$ cat config.mk
export PLATFORM = sky130hd
export DESIGN_NAME = sensor_packet_scheduler
export DESIGN_NICKNAME = d
export VERILOG_FILES = /design/src/rtl/sensor_packet_scheduler.sv
export SDC_FILE = /design/constraint.sdc
export NUM_CORES = 1
export LEC_CHECK = 0
export ABC_CLOCK_PERIOD_IN_PS = 2700
export BUFFER_PORTS_ARGS = -buffer_cell sky130_fd_sc_hd__buf_2
export CORE_AREA = 3 3 148 150
export DETAILED_ROUTE_END_ITERATION = 8
export DIE_AREA = 0 0 151 153
export PLACE_DENSITY = 0.85
export SLEW_MARGIN = 0
export SYNTH_ARGS = -nofsm -noshare
export SYNTH_HDL_FRONTEND = slang
export SYNTH_SLANG_ARGS = --single-unit
$ cat constraint.sdc
create_clock -name clk -period 2.7 [get_ports clk]
set_input_delay 0.27 -clock clk [delete_from_list [all_inputs] [get_ports clk]]
set_output_delay 0.27 -clock clk [all_outputs]
set_load 0.02 [all_outputs]
$ cat src/rtl/sensor_packet_scheduler.sv
// Merges quat/gyro samples into tear-free snapshots committed only while cs_n is idle.
// Optional macro PKT_SEQ_EN adds a 6-bit packet sequence number in snap_flags[7:2].
module sensor_packet_scheduler #(
    parameter int TIMEOUT_CYCLES = 24000
) (
    input  logic        clk,
    input  logic        rst_n,
    input  logic        quat_valid,
    input  logic [15:0] quat_w,
    input  logic [15:0] quat_x,
    input  logic [15:0] quat_y,
    input  logic [15:0] quat_z,
    input  logic        gyro_valid,
    input  logic [15:0] gyro_x,
    input  logic [15:0] gyro_y,
    input  logic [15:0] gyro_z,
    input  logic        cs_n,
    output logic [15:0] snap_quat_w,
    output logic [15:0] snap_quat_x,
    output logic [15:0] snap_quat_y,
    output logic [15:0] snap_quat_z,
    output logic [15:0] snap_gyro_x,
    output logic [15:0] snap_gyro_y,
    output logic [15:0] snap_gyro_z,
    output logic [7:0]  snap_flags,
    output logic        drdy,
    output logic [7:0]  overrun_cnt
);

    localparam int TW = (TIMEOUT_CYCLES > 2) ? $clog2(TIMEOUT_CYCLES) : 1;
    localparam logic [TW-1:0] T_LAST = TW'(TIMEOUT_CYCLES - 1);

    typedef enum logic [1:0] {
        IDLE    = 2'd0,
        COLLECT = 2'd1,
        WAIT_CS = 2'd2
    } state_t;

    state_t        state;
    state_t        state_next;
    logic [TW-1:0] timer;
    logic          timer_clr;
    logic          timer_inc;
    logic          commit;

    logic          s1;
    logic          s2;
    logic          cs_idle;
    logic          cs_fall;

    logic [15:0]   stg_w, stg_x, stg_y, stg_z;
    logic [15:0]   stg_gx, stg_gy, stg_gz;
    logic          quat_fresh;
    logic          gyro_fresh;
    logic          any_pulse;
    logic          ready;

    always_ff @(posedge clk or negedge rst_n) begin
        if (!rst_n) begin
            s1 <= 1'b0;
            s2 <= 1'b0;
        end else begin
            s1 <= cs_n;
            s2 <= s1;
        end
    end

    // Raw cs_n term blocks commit even for glitches the synchronizer misses
    assign cs_idle   = cs_n & s1 & s2;
    assign cs_fall   = s2 & ~s1;
    assign any_pulse = quat_valid | gyro_valid;
    assign ready     = (quat_fresh & gyro_fresh) | (timer == T_LAST);

    always_comb begin
        state_next = state;
        commit     = 1'b0;
        timer_clr  = 1'b0;
        timer_inc  = 1'b0;
        unique case (state)
            IDLE: begin
                if (any_pulse) begin
                    state_next = COLLECT;
                    timer_clr  = 1'b1;
                end
            end
            COLLECT: begin
                if (ready) begin
                    if (cs_idle) commit = 1'b1;
                    else         state_next = WAIT_CS;
                end else begin
                    timer_inc = 1'b1;
                end
            end
            WAIT_CS: begin
                if (cs_idle) commit = 1'b1;
            end
            default: state_next = IDLE;
        endcase
        // A pulse landing on the commit edge starts the next packet
        if (commit) begin
            state_next = any_pulse ? COLLECT : IDLE;
            timer_clr  = 1'b1;
        end
    end

    always_ff @(posedge clk or negedge rst_n) begin
        if (!rst_n) begin
            state <= IDLE;
            timer <= '0;
        end else begin
            state <= state_next;
            if (timer_clr)      timer <= '0;
            else if (timer_inc) timer <= timer + 1'b1;
        end
    end

    always_ff @(posedge clk or negedge rst_n) begin
        if (!rst_n) begin
            stg_w      <= '0;
            stg_x      <= '0;
            stg_y      <= '0;
            stg_z      <= '0;
            stg_gx     <= '0;
            stg_gy     <= '0;
            stg_gz     <= '0;
            quat_fresh <= 1'b0;
            gyro_fresh <= 1'b0;
        end else begin
            if (quat_valid) begin
                stg_w <= quat_w;
                stg_x <= quat_x;
                stg_y <= quat_y;
                stg_z <= quat_z;
            end
            if (gyro_valid) begin
                stg_gx <= gyro_x;
                stg_gy <= gyro_y;
                stg_gz <= gyro_z;
            end
            if (commit) begin
                quat_fresh <= quat_valid;
                gyro_fresh <= gyro_valid;
            end else begin
                quat_fresh <= quat_fresh | quat_valid;
                gyro_fresh <= gyro_fresh | gyro_valid;
            end
        end
    end

`ifdef PKT_SEQ_EN
    logic [5:0] seq;
    logic [5:0] seq_next;

    assign seq_next = seq + 6'd1;

    always_ff @(posedge clk or negedge rst_n) begin
        if (!rst_n)      seq <= '0;
        else if (commit) seq <= seq_next;
    end
`else
    logic [5:0] seq_next;

    assign seq_next = 6'd0;
`endif

    always_ff @(posedge clk or negedge rst_n) begin
        if (!rst_n) begin
            snap_quat_w <= '0;
            snap_quat_x <= '0;
            snap_quat_y <= '0;
            snap_quat_z <= '0;
            snap_gyro_x <= '0;
            snap_gyro_y <= '0;
            snap_gyro_z <= '0;
            snap_flags  <= '0;
        end else if (commit) begin
            snap_quat_w <= stg_w;
            snap_quat_x <= stg_x;
            snap_quat_y <= stg_y;
            snap_quat_z <= stg_z;
            snap_gyro_x <= stg_gx;
            snap_gyro_y <= stg_gy;
            snap_gyro_z <= stg_gz;
            snap_flags  <= {seq_next, gyro_fresh, quat_fresh};
        end
    end

    always_ff @(posedge clk or negedge rst_n) begin
        if (!rst_n) begin
            drdy        <= 1'b0;
            overrun_cnt <= '0;
        end else begin
            if (commit)       drdy <= 1'b1;
            else if (cs_fall) drdy <= 1'b0;
            if (commit && drdy && overrun_cnt != 8'hFF)
                overrun_cnt <= overrun_cnt + 8'd1;
        end
    end

endmodule

==> flow_summary.yaml <==
sta:
  tightest_slew_ps: 687
  setup_tns_ps: 0
  hold_slack_ps: 289
  finalCriticalPeriod_ps: 2640
  finalCritPeriodShare: 0.977
  setup_violations: 0
  finClkSkew_ps: 20.6
  max_freq_ghz: 0.379
  finalHoldViolCount: 0
  slew_violations: 0
  relSlewSlack: 0.542
drt:
  drc: 0
  num_vias: 6511
  ant_nets: 0
  drt-total-wl_mm: 22.6
  wire_per_inst_um: 17.2
  drt-initial-drc-count: 229
  drt-pass1-iter-count: 4
  vias_per_cell: 4.97
outcome:
  outcome: "complete, no violations"
synthesis:
  ys_ff_latch: 256
  synth_edf_count: 0
  syn-mean-instance-area_um2: 15.5
  synth_cells: 640
  ys_warn_count: 0
  async_flop_share: 1.00
  syn_area_um2: 9900
  synth_ff_type: "dfrtp_1"
  synth_cell_types: 36
  yosysSeqAreaShare: 0.647
floorplan:
  initial_core_util: 0.475
  rows: 53
  die_area_um2: 23100
  ioPinCount: 246
  die_width_um: 151
  fp.dieH_um: 153
  core_area_um2: 20800
pwr:
  power_frac_seq: 0.415
  power_density_nw_per_um2: 967
  combinationalPowerShare: 0.298
  swShare: 0.326
  cellLeakagePower_nw: 6.53
  peakVddDrop_v: 0.000722
  power.share.clock: 0.286
  internal_power_mw: 8.89
  p_switching_mw: 4.30
global_routing:
  grt_use_total: 0.194
  grt_pass1_vias: 7213
  grt_pass1_wl_mm: 36.7
  antenna_found_initial: 1
  grt-ovfl-total: 0
  grt_max_degree: 90
setup_path:
  crit_buf_inv: 1
  cp_cell_sequence: "or4b_4, or4_4, a211o_4, buf_4, nor4_2, xnor2_1"
  critPathTopFamily: "simple AND/OR/NAND/NOR gates"
  crit_type: "reg2reg"
  critPathMaxStageDelay_ps: 560
  slowest_stage: "or4_4"
  start_kind: "register"
  worstSetupEndpointType: "register"
  path_max_fanout: 8
  worst-endpoint-arrival_ps: 3080
  crit_required_ps: 3140
clock_tree:
  htreeDepth: 1
  clk_pin_slew_worst_paths_ps: 60
  cts_root_buffer: "clkbuf_16"
  cts_tree: "done"
  clk_latency_ps: 540
  cts_buffer_depth: 3
  clkSinkCount: 256
  cts_buffers: 27
layout:
  final_nets: 1136
  final_common_cell: "dfrtp_1"
  area_growth_pct: 37.8
  instances_no_fill: 1311
  nFillCells: 1452
  final_cell_mix: "dfrtp_1, buf_2, mux2_2"
  drive_gt1_frac: 0.523
  regArea_um2: 6410
  multi_input_area_um2: 3330
min_path:
  hold_class: "in2reg"
place:
  dp.cells: 1142
  globalplace.congestion: 0.850
  portBuffers: 239
  dpl.hpwl_mm: 13.5
run:
  cap_violations: 0
==> kinds of logic (layout without fill, tap and decap cells) <==
logic type	after synthesis	in the layout	synth area share
xor+xnor	21	21	0.0186
compound gates	18	18	0.0111
simple gates	68	68	0.0361
other cells	1	7	0.000379
flops	256	256	0.647
mux	228	228	0.259
buf+inv	43	433	0.0211
fa+ha+maj	5	5	0.00632
==> metal layers <==
layer | part of all wire | routed length, um | GRT usage
met1 | 0.40 | 8950 | 0.234
met2 | 0.51 | 11500 | 0.343
met3 | 0.069 | 1570 | 0.0513
met4 | 0.023 | 527 | 0.0514
met5 | 0 | 0 | 0
==> tightest hold or removal path, cell delays in order <==
cell,delay [ps]
buf_2,120
buf_12,190
a21o_1,180
==> through the flow <==
stage / power (mW) / area (um^2) / utilization / setup WS [ps]
4_1_cts: 13.2 / 13600 / 0.653 / 3.21
5_1_grt: 13.8 / 13600 / 0.655 / -32.4
3_5_place_dp: 9.27 / 11500 / 0.554 / 24.7
6_report: 13.2 / 13600 / 0.655 / 61.6
2_1_floorplan: 7.78 / 9920 / - / 43.6
3_3_place_gp: 9.11 / 11500 / 0.554 / 65.0
==> layout make-up <==
cell class	instances	area share
Clock buffer	36	0.0557
Antenna cell	1	0.000183
Clock inverter	14	0.0117
Timing Repair Buffer	375	0.192
Inverter	8	0.00220
Multi-Input combinational cell	346	0.244
Tap cell	275	0.0252
Sequential cell	256	0.470
==> flip-flops by register name (all words and copies together) (netlist names), 2 cells and up <==
signal,flops
snap_gyro_x,16
snap_gyro_y,16
snap_gyro_z,16
snap_quat_w,16
snap_quat_x,16
snap_quat_y,16
snap_quat_z,16
stg_gx,16
stg_gy,16
stg_gz,16
stg_w,16
stg_x,16
stg_y,16
stg_z,16
timer,15
overrun_cnt,8
snap_flags,2
state,2
==> cells in the mapped netlist (all sizes together) (2+ instances only) <==
cell | number | share of area
a21oi | 2 | 0.0010
xnor2 | 12 | 0.011
a211o | 2 | 0.0018
nor2 | 19 | 0.0072
nand2 | 11 | 0.0042
xor2 | 9 | 0.0080
o21ai | 8 | 0.0040
ha | 5 | 0.0063
nor3 | 6 | 0.0030
nor4b | 2 | 0.0030
inv | 8 | 0.0030
nand3 | 10 | 0.0051
nand4 | 5 | 0.0032
and3 | 3 | 0.0019
dfrtp | 256 | 0.65
a21o | 2 | 0.0015
nor4 | 4 | 0.0025
and2 | 2 | 0.0013
mux2 | 227 | 0.26
clkbuf | 8 | 0.0030
buf | 27 | 0.015
==> final timing paths <==
| check | slack (ps) | depth (start not counted) | start | end |
|---|---|---|---|---|
| max | 60 | 6 | timer[6] | overrun_cnt[7] |
| min | 290 | 3 | quat_valid | quat_fresh |
| max reg2reg | 60 | 6 | timer[6] | overrun_cnt[7] |
| min reg2reg | 410 | 0 | s1 | s2 |
| max in group asynchronous | 1590 | 3 | rst_n | stg_w[0] |
| min in group asynchronous | 360 | 2 | rst_n | snap_gyro_z[12] |
==> what timing repair did <==
action / CTS / global route
endpoints found under the setup margin: 2 / 56
hold endpoints to repair: 197 / 0
pin swaps: 1 / 1
resized for setup: 0 / 5
hold buffers: 114 / 0
setup buffers: 0 / 4
==> power by group through the flow <==
stage / combinational (mW) / clock, mW / sequential (mW)
6_report: 3.93 / 3.78 / 5.47
3_5_place_dp: 3.78 / 0 / 5.49
5_1_grt: 4.21 / 4.03 / 5.60
2_1_floorplan: 1.27 / 0 / 6.51
3_3_place_gp: 3.68 / 0 / 5.43
4_1_cts: 3.91 / 3.86 / 5.44
Power figures use the tool's default switching activity.
